File: src/rtl/fir_ctrl_pkg.sv
// Shared types and default tap set for the FIR coefficient controller.
// Bank 0 is loaded with DEF_TAPS on reset.
package fir_ctrl_pkg;

   localparam int DEF_NTAPS  = 23;
   localparam int DEF_WCOEFF = 16;

   typedef enum logic {IDLE, PEND} state_t;

   typedef logic signed [DEF_WCOEFF-1:0] coef_t;
   typedef coef_t coef_arr_t [DEF_NTAPS];

   // Symmetric low-pass set in Q1.15; centre tap is index 11.
   localparam coef_arr_t DEF_TAPS = '{
      -16'sd374, -16'sd579, -16'sd822, -16'sd908, -16'sd693, -16'sd74,
       16'sd969,  16'sd2343, 16'sd3849, 16'sd5215, 16'sd6171, 16'sd6514,
       16'sd6171, 16'sd5215, 16'sd3849, 16'sd2343, 16'sd969,
      -16'sd74,  -16'sd693, -16'sd908, -16'sd822, -16'sd579, -16'sd374
   };

   function automatic coef_t def_tap(input int i);
      if (i >= 0 && i < DEF_NTAPS)
         return DEF_TAPS[i];
      else
         return '0;
   endfunction

endpackage

File: src/rtl/fir_warmup_gate.sv
// Saturating count of input samples; FIR output valid is suppressed until
// the delay line has been filled with NTAPS real samples.
module fir_warmup_gate #(
   parameter int NTAPS = 23
) (
   input  logic clk,
   input  logic rst,
   input  logic smp_val,
   input  logic fir_val_i,
   output logic fir_val_o
);

   localparam int            CW   = $clog2(NTAPS + 1);
   localparam logic [CW-1:0] FULL = CW'(NTAPS);

   logic [CW-1:0] warm_cnt;

   always_ff @(posedge clk) begin
      if (rst)
         warm_cnt <= '0;
      else if (smp_val && (warm_cnt != FULL))
         warm_cnt <= warm_cnt + CW'(1);
   end

   assign fir_val_o = fir_val_i && (warm_cnt == FULL);

endmodule

File: src/rtl/fir_coef_ctrl.sv
// Double-buffered FIR coefficient banks: writes land in the shadow bank and a
// commit swaps banks only on a cycle with no input sample.
module fir_coef_ctrl
   import fir_ctrl_pkg::*;
#(
   parameter int NTAPS  = 23,
   parameter int WCOEFF = 16
) (
   input  logic                       clk,
   input  logic                       rst,
   input  logic                       cfg_wr,
   input  logic [$clog2(NTAPS)-1:0]   cfg_addr,
   input  logic signed [WCOEFF-1:0]   cfg_data,
   input  logic                       cfg_commit,
   input  logic                       smp_val,
   input  logic                       fir_val_i,
   output logic signed [WCOEFF-1:0]   coeffs [NTAPS],
   output logic                       fir_val_o,
   output logic                       active_bank,
   output logic                       busy,
   output logic                       swap_done,
   output logic                       cfg_err
);

   localparam int           AW       = $clog2(NTAPS);
   localparam logic [AW:0]  ADDR_LIM = (AW+1)'(NTAPS);

   state_t state_q, state_d;
   logic   wr_en, swap, err_d, addr_ok;

   logic signed [WCOEFF-1:0] bank [2][NTAPS];

   assign addr_ok = ({1'b0, cfg_addr} < ADDR_LIM);
   assign busy    = (state_q == PEND);

   always_comb begin
      state_d = state_q;
      wr_en   = 1'b0;
      swap    = 1'b0;
      err_d   = 1'b0;
      case (state_q)
         IDLE: begin
            if (cfg_wr) begin
               if (addr_ok) wr_en = 1'b1;
               else         err_d = 1'b1;
            end
            if (cfg_commit) state_d = PEND;
         end
         PEND: begin
            err_d = cfg_wr | cfg_commit;
            // Never swap under a sampled input: wait for a gap in smp_val.
            if (!smp_val) begin
               swap    = 1'b1;
               state_d = IDLE;
            end
         end
         default: state_d = IDLE;
      endcase
   end

   always_ff @(posedge clk) begin
      if (rst) begin
         state_q     <= IDLE;
         active_bank <= 1'b0;
         swap_done   <= 1'b0;
         cfg_err     <= 1'b0;
      end else begin
         state_q   <= state_d;
         swap_done <= swap;
         cfg_err   <= err_d;
         if (swap) active_bank <= ~active_bank;
      end
   end

   always_ff @(posedge clk) begin
      if (rst) begin
         for (int i = 0; i < NTAPS; i++) begin
            bank[0][i] <= WCOEFF'(def_tap(i));
            bank[1][i] <= '0;
         end
      end else if (wr_en) begin
         bank[~active_bank][cfg_addr] <= cfg_data;
      end
   end

   always_comb begin
      for (int i = 0; i < NTAPS; i++)
         coeffs[i] = bank[active_bank][i];
   end

   fir_warmup_gate #(
      .NTAPS (NTAPS)
   ) u_warmup (
      .clk       (clk),
      .rst       (rst),
      .smp_val   (smp_val),
      .fir_val_i (fir_val_i),
      .fir_val_o (fir_val_o)
   );

endmodule

File: config.mk
export PLATFORM = sky130hd
export DESIGN_NAME = fir_coef_ctrl
export DESIGN_NICKNAME = d
export VERILOG_FILES = /design/src/rtl/fir_ctrl_pkg.sv /design/src/rtl/fir_warmup_gate.sv /design/src/rtl/fir_coef_ctrl.sv
export SDC_FILE = /design/constraint.sdc
export NUM_CORES = 1
export LEC_CHECK = 0
export CORE_AREA = 2 2 270 272
export CTS_CLUSTER_SIZE = 25
export DETAILED_ROUTE_END_ITERATION = 8
export DIE_AREA = 0 0 272 274
export GPL_TIMING_DRIVEN = 0
export PLACE_DENSITY = 0.78
export SYNTH_ARGS = -nofsm -noshare
export SYNTH_HDL_FRONTEND = slang
export SYNTH_HIERARCHICAL = 1
export SYNTH_SLANG_ARGS = --single-unit
File: constraint.sdc
create_clock -name clk -period 2.7 [get_ports clk]
set_input_delay 0.27 -clock clk [delete_from_list [all_inputs] [get_ports clk]]
set_output_delay 0.27 -clock clk [all_outputs]
set_load 0.01 [all_outputs]
Yosys cells after proc, flatten, opt, wreduce, memory -nomap -nowiden
Memory sizes are Yosys's and may differ from the RTL's. A register that Yosys moved wholly into a read port is not among the register bits.
Cells that the tools add are included.
W data, S select, Z words.

word-level totals
  register bits = 9
  memory bits (writable) = 736
  input bits = 27
  word-level logic and storage cells = 55
  memories kept = 1

memory list
  memory  depth  bits a word  read ports  clocked after memory_dff  write ports  RTL line             text
  bank    2      368          1           1                         2            fir_coef_ctrl.sv:31  logic signed [WCOEFF-1:0] bank [2][NTAPS];

cells by class
  add/sub/neg operators = 1
  $lt $le $gt $ge = 3
  eq/ne operators = 2
  muxes and demuxes = 35
  bitwise gates (word level) = 4
  reductions and logical operators = 4

operators with widths
  kind                   number
  $mux W368              3
  $reduce_or A368 Y1     1
  $mux W16               13
  $demux W16 S5          1
  $mux W1                16
  $ge A6 B6 Y1 const B   1
  $lt A6 B1 Y1 const B   1
  $not A5 Y6             1
  $add A5 B1 Y5 const B  1
  $eq A5 B5 Y1 const B   1
  $lt A5 B5 Y1 const B   1
  $ne A5 B5 Y1 const B   1
  $pmux W1 S2            2
  $logic_and A1 B1 Y1    3
  $not A1 Y1             2
  $or A1 B1 Y1           1

Depth between registers and ports, before layout
  depth after elaboration = 9
  gate-level depth with buffers = 7
  depth with buffers taken out = 4

Hierarchy
The synthesis kept the hierarchy.

modules (own cells, without submodules)
  module           instances  cells each  area each (µm²)  sequential area each (µm²)
  fir_coef_ctrl    1          2315        31630.3          22201.3
  fir_warmup_gate  1          27          250.2            100.1

Worst setup path after synthesis
No wires, ideal clock.

  path kind = reg2reg
  start = register state_q, in the netlist busy
  end = memory bank[0][304] (netlist name) (enable)
  setup time = 392 ps
  arrival time = 2387 ps
  required time = 2308 ps
  setup slack = -80 ps
  cell stages (with the launch flop) = 7
  buffers on the path = 3
  clock period less this slack = 2780 ps
  cell sequence = dfxtp_1 > buf_6 > or4b_4 > buf_6 > or3_1 > buf_6 > o21bai_1

RTL lines
  item                      RTL line             text
  start: declaration        fir_coef_ctrl.sv:28  state_t state_q, state_d;
  start signal: assignment  fir_coef_ctrl.sv:68  state_q <= state_d;
  end: declaration          fir_coef_ctrl.sv:31

==> impl_metrics.tcl <==
set metrics [dict create \
    status "finished with violations" \
    violations "negative setup slack" \
    endpoint_kind "flip-flop" \
    grt_pass1_wl_um 162000 \
    clock-sinks 746 \
    fin_crit_sh_pct 101 \
    yosys-top-cells-count "edfxtp_1, nor2_1, mux2_2, nand2_1, clkbuf_1" \
    cp_num_buf_inv 2 \
    crit_arrival_ns 3.07 \
    seq_area_frac_synth_pct 70.0 \
    fin_tns_setup_ns -0.0620 \
    firstDrtPassIters 8 \
    cts_root_buf "clkbuf_16" \
    initial_core_util_pct 44.3 \
    netlist.area_leader.share_pct 69.3 \
    pwr_density_cell_nw_per_um2 654 \
    path_class "reg -> reg" \
    ctsLongestPathBuffers 3 \
    grt_overflow 0 \
    setup_viol 11 \
    gp_congestion 0.978 \
    hold_viol_final 0 \
    rsz0062_at_grt "true" \
    final_cells 3858 \
    fin_util_pct 56.2 \
    fill_cells 5591 \
    fin_worst_skew_ns 0.0234 \
    peakVddDrop_mv 0.518 \
    layout_setup_ws_ns -0.0190 \
    grt_max_degree 17 \
    drt-initial-drc-count 4099 \
    cp.required_ns 3.05 \
    leakage_nw 12.8 \
    num_vias 23400 \
    drc_errors 0 \
    netlist_area_um2 31900 \
    drt-total-wl_um 120000 \
    areaGrowthSynthToFinish_pct 26.8 \
    nNetsFinal 2865 \
    grt_pass1_vias 22000 \
    holdCritPathClass "in -> reg" \
    max_freq_ghz 0.368 \
    via_per_inst 6.05 \
    layout_min_cycle_time_ns 2.72 \
    path_max_fanout 10 \
    core_um2 72000 \
    crit_chain "nor2b_1 -> buf_1 -> clkbuf_1 -> nand2_1" \
    critical_path.max_stage_delay_ns 1.02 \
    tritoncts "built" \
    clk_pin_slew_worst_paths_ns 0.06 \
    fp.dieW_um 272 \
    worstMarginPinSlew_ns 1.31 \
    grtUsageTotal_pct 31.2 \
    htree_levels 3 \
    slew_viol_final 0 \
    totalPowerFinal_w 0.0264 \
    synth.most_common_cell "edfxtp_1" \
    place_ws_ns -1.12 \
    ys_ff_latch 746 \
    dieArea_um2 74500 \
    hpwl_um 83100 \
    rows 99 \
    antenna_found_initial 5 \
    avgSynthCellArea_um2 13.6 \
    cap_viol_max_count 0 \
    syn-instance-count 2342 \
    slowest_stage "clkbuf_1" \
    crit_family "buffers and inverters" \
    drive_gt1_share_pct 22.4 \
    synth_top_area_cell "edfxtp_1" \
    synth_fp_nets 2370 \
    cp-start-kind "flip-flop" \
    slew_headroom_pct 13.0 \
    async_flop_share_pct 0 \
    placedCellCount 3705 \
    clk_latency_ns 0.67 \
    yosysUniqueCellTypes 45 \
    drtAntennaViolNets 0 \
    ys.flop_type "edfxtp_1" \
    wire_per_inst_um 31.0 \
    ys_top_cells_by_area "edfxtp_1, mux2_2, nor2_1" \
    synth_edf_count 736 \
    ys_warn_count 6 \
    fp.dieH_um 274 \
    numCtsBuffers 77 \
    portBuffers 399 \
    io_pins 400 \
]
-- through the flow --
step	area, um^2	hold WS [ns]
floorplan	31900	0.339
global placement	37100	0.483
detailed placement	37200	0.493
CTS	40200	0.318
finish	40400	0.347
global route	40400	0.379
-- where the power goes --
| part | switching [W] | total, W | internal (W) | leakage, nW |
|---|---|---|---|---|
| Combinational | 0.00178 | 0.00294 | 0.00116 | 4.61 |
| Clock | 0.00462 | 0.0104 | 0.00582 | 1.17 |
| Sequential | 0.0000870 | 0.0131 | 0.0130 | 7.00 |
-- final timing paths --
path,start,slack [ns],endpoint,depth (start not counted)
worst max-delay path,active_bank,-0.02,bank[0][42],4
worst min-delay path,rst,0.35,u_warmup/warm_cnt[4],2
worst max register to register,active_bank,-0.02,bank[0][42],4
worst min register to register,u_warmup/warm_cnt[1],0.51,u_warmup/warm_cnt[1],2
-- registers in the layout, summed over array words and instances, names as in the netlist, named ones only --
name / cells
cfg_err: 1
busy: 1
bank: 736
active_bank: 1
u_warmup/warm_cnt: 5
swap_done: 1
-- layout by cell type (no fill, tap or decap), types with 6 or more instances in the layout --
master           netlist  routed
clkinv_2               0      11
buf_6                  6      14
clkbuf_8               0      11
nand2b_1              21      21
edfxtp_1             736     736
clkinv_1               0      16
o21bai_4               1      11
nand3_1              109     108
nor2b_1               38      36
clkbuf_2               0      22
nor2_2                 2       6
nand2_1              233     231
buf_4                  1      14
buf_1                  9       6
buf_2                 16      20
clkbuf_16              0      81
nor3_2                 4       6
a21o_2                 0      19
buf_8                  0       8
clkdlybuf4s50_1        0     395
nor2_1               526     521
nor3_1                28      25
clkbuf_1             140      97
dfxtp_1               10       9
buf_12                 0       9
mux2_2               368     368
a21o_4                 0       7
-- what timing repair did --
action                                  CTS  global route
pin swaps                                 4             4
buffers inserted                          8             5
hold buffers                              0             0
endpoints found under the setup margin  851           723
resized for setup                       139            94
-- routing by layer --
layer  GRT usage (%)  up-vias  wire length [um]
li1                -     9324                 -
met1            37.2    11300             38700
met5               0        -                51
met3            12.7      515             19200
met4            16.5        8              8030
met2            48.8     2176             53700
-- logic make-up (layout without fill, tap and decap cells) --
kind of cell             count (synthesis)  count (layout)  synth area share (%)
flip-flops                             746             746                  70.0
multiplexers                           371             371                  13.1
XOR/XNOR                                 2               2                0.0550
buffers and inverters                  173             725                  2.25
other                                    0               5                     0
AND/OR/NAND/NOR                        997             997                  13.4
adder cells (fa/ha/maj)                  1               1                0.0392
AO/OA/AOI/OAI                           52              52                  1.23
-- cell type report --
cell class	count	area (um^2)	share of cell area [%]
sequential	746	22300	55.2
multi-input combinational	1423	9130	22.6
buffer	171	1070	2.65
clock buffer	96	2020	4.99
clock inverter	40	379	0.938
timing repair buffer	417	4310	10.7
tap	959	1200	2.97
antenna	5	12.5	0.0309
inverter	1	3.75	0.00928
(Power assumes the default switching activity.)
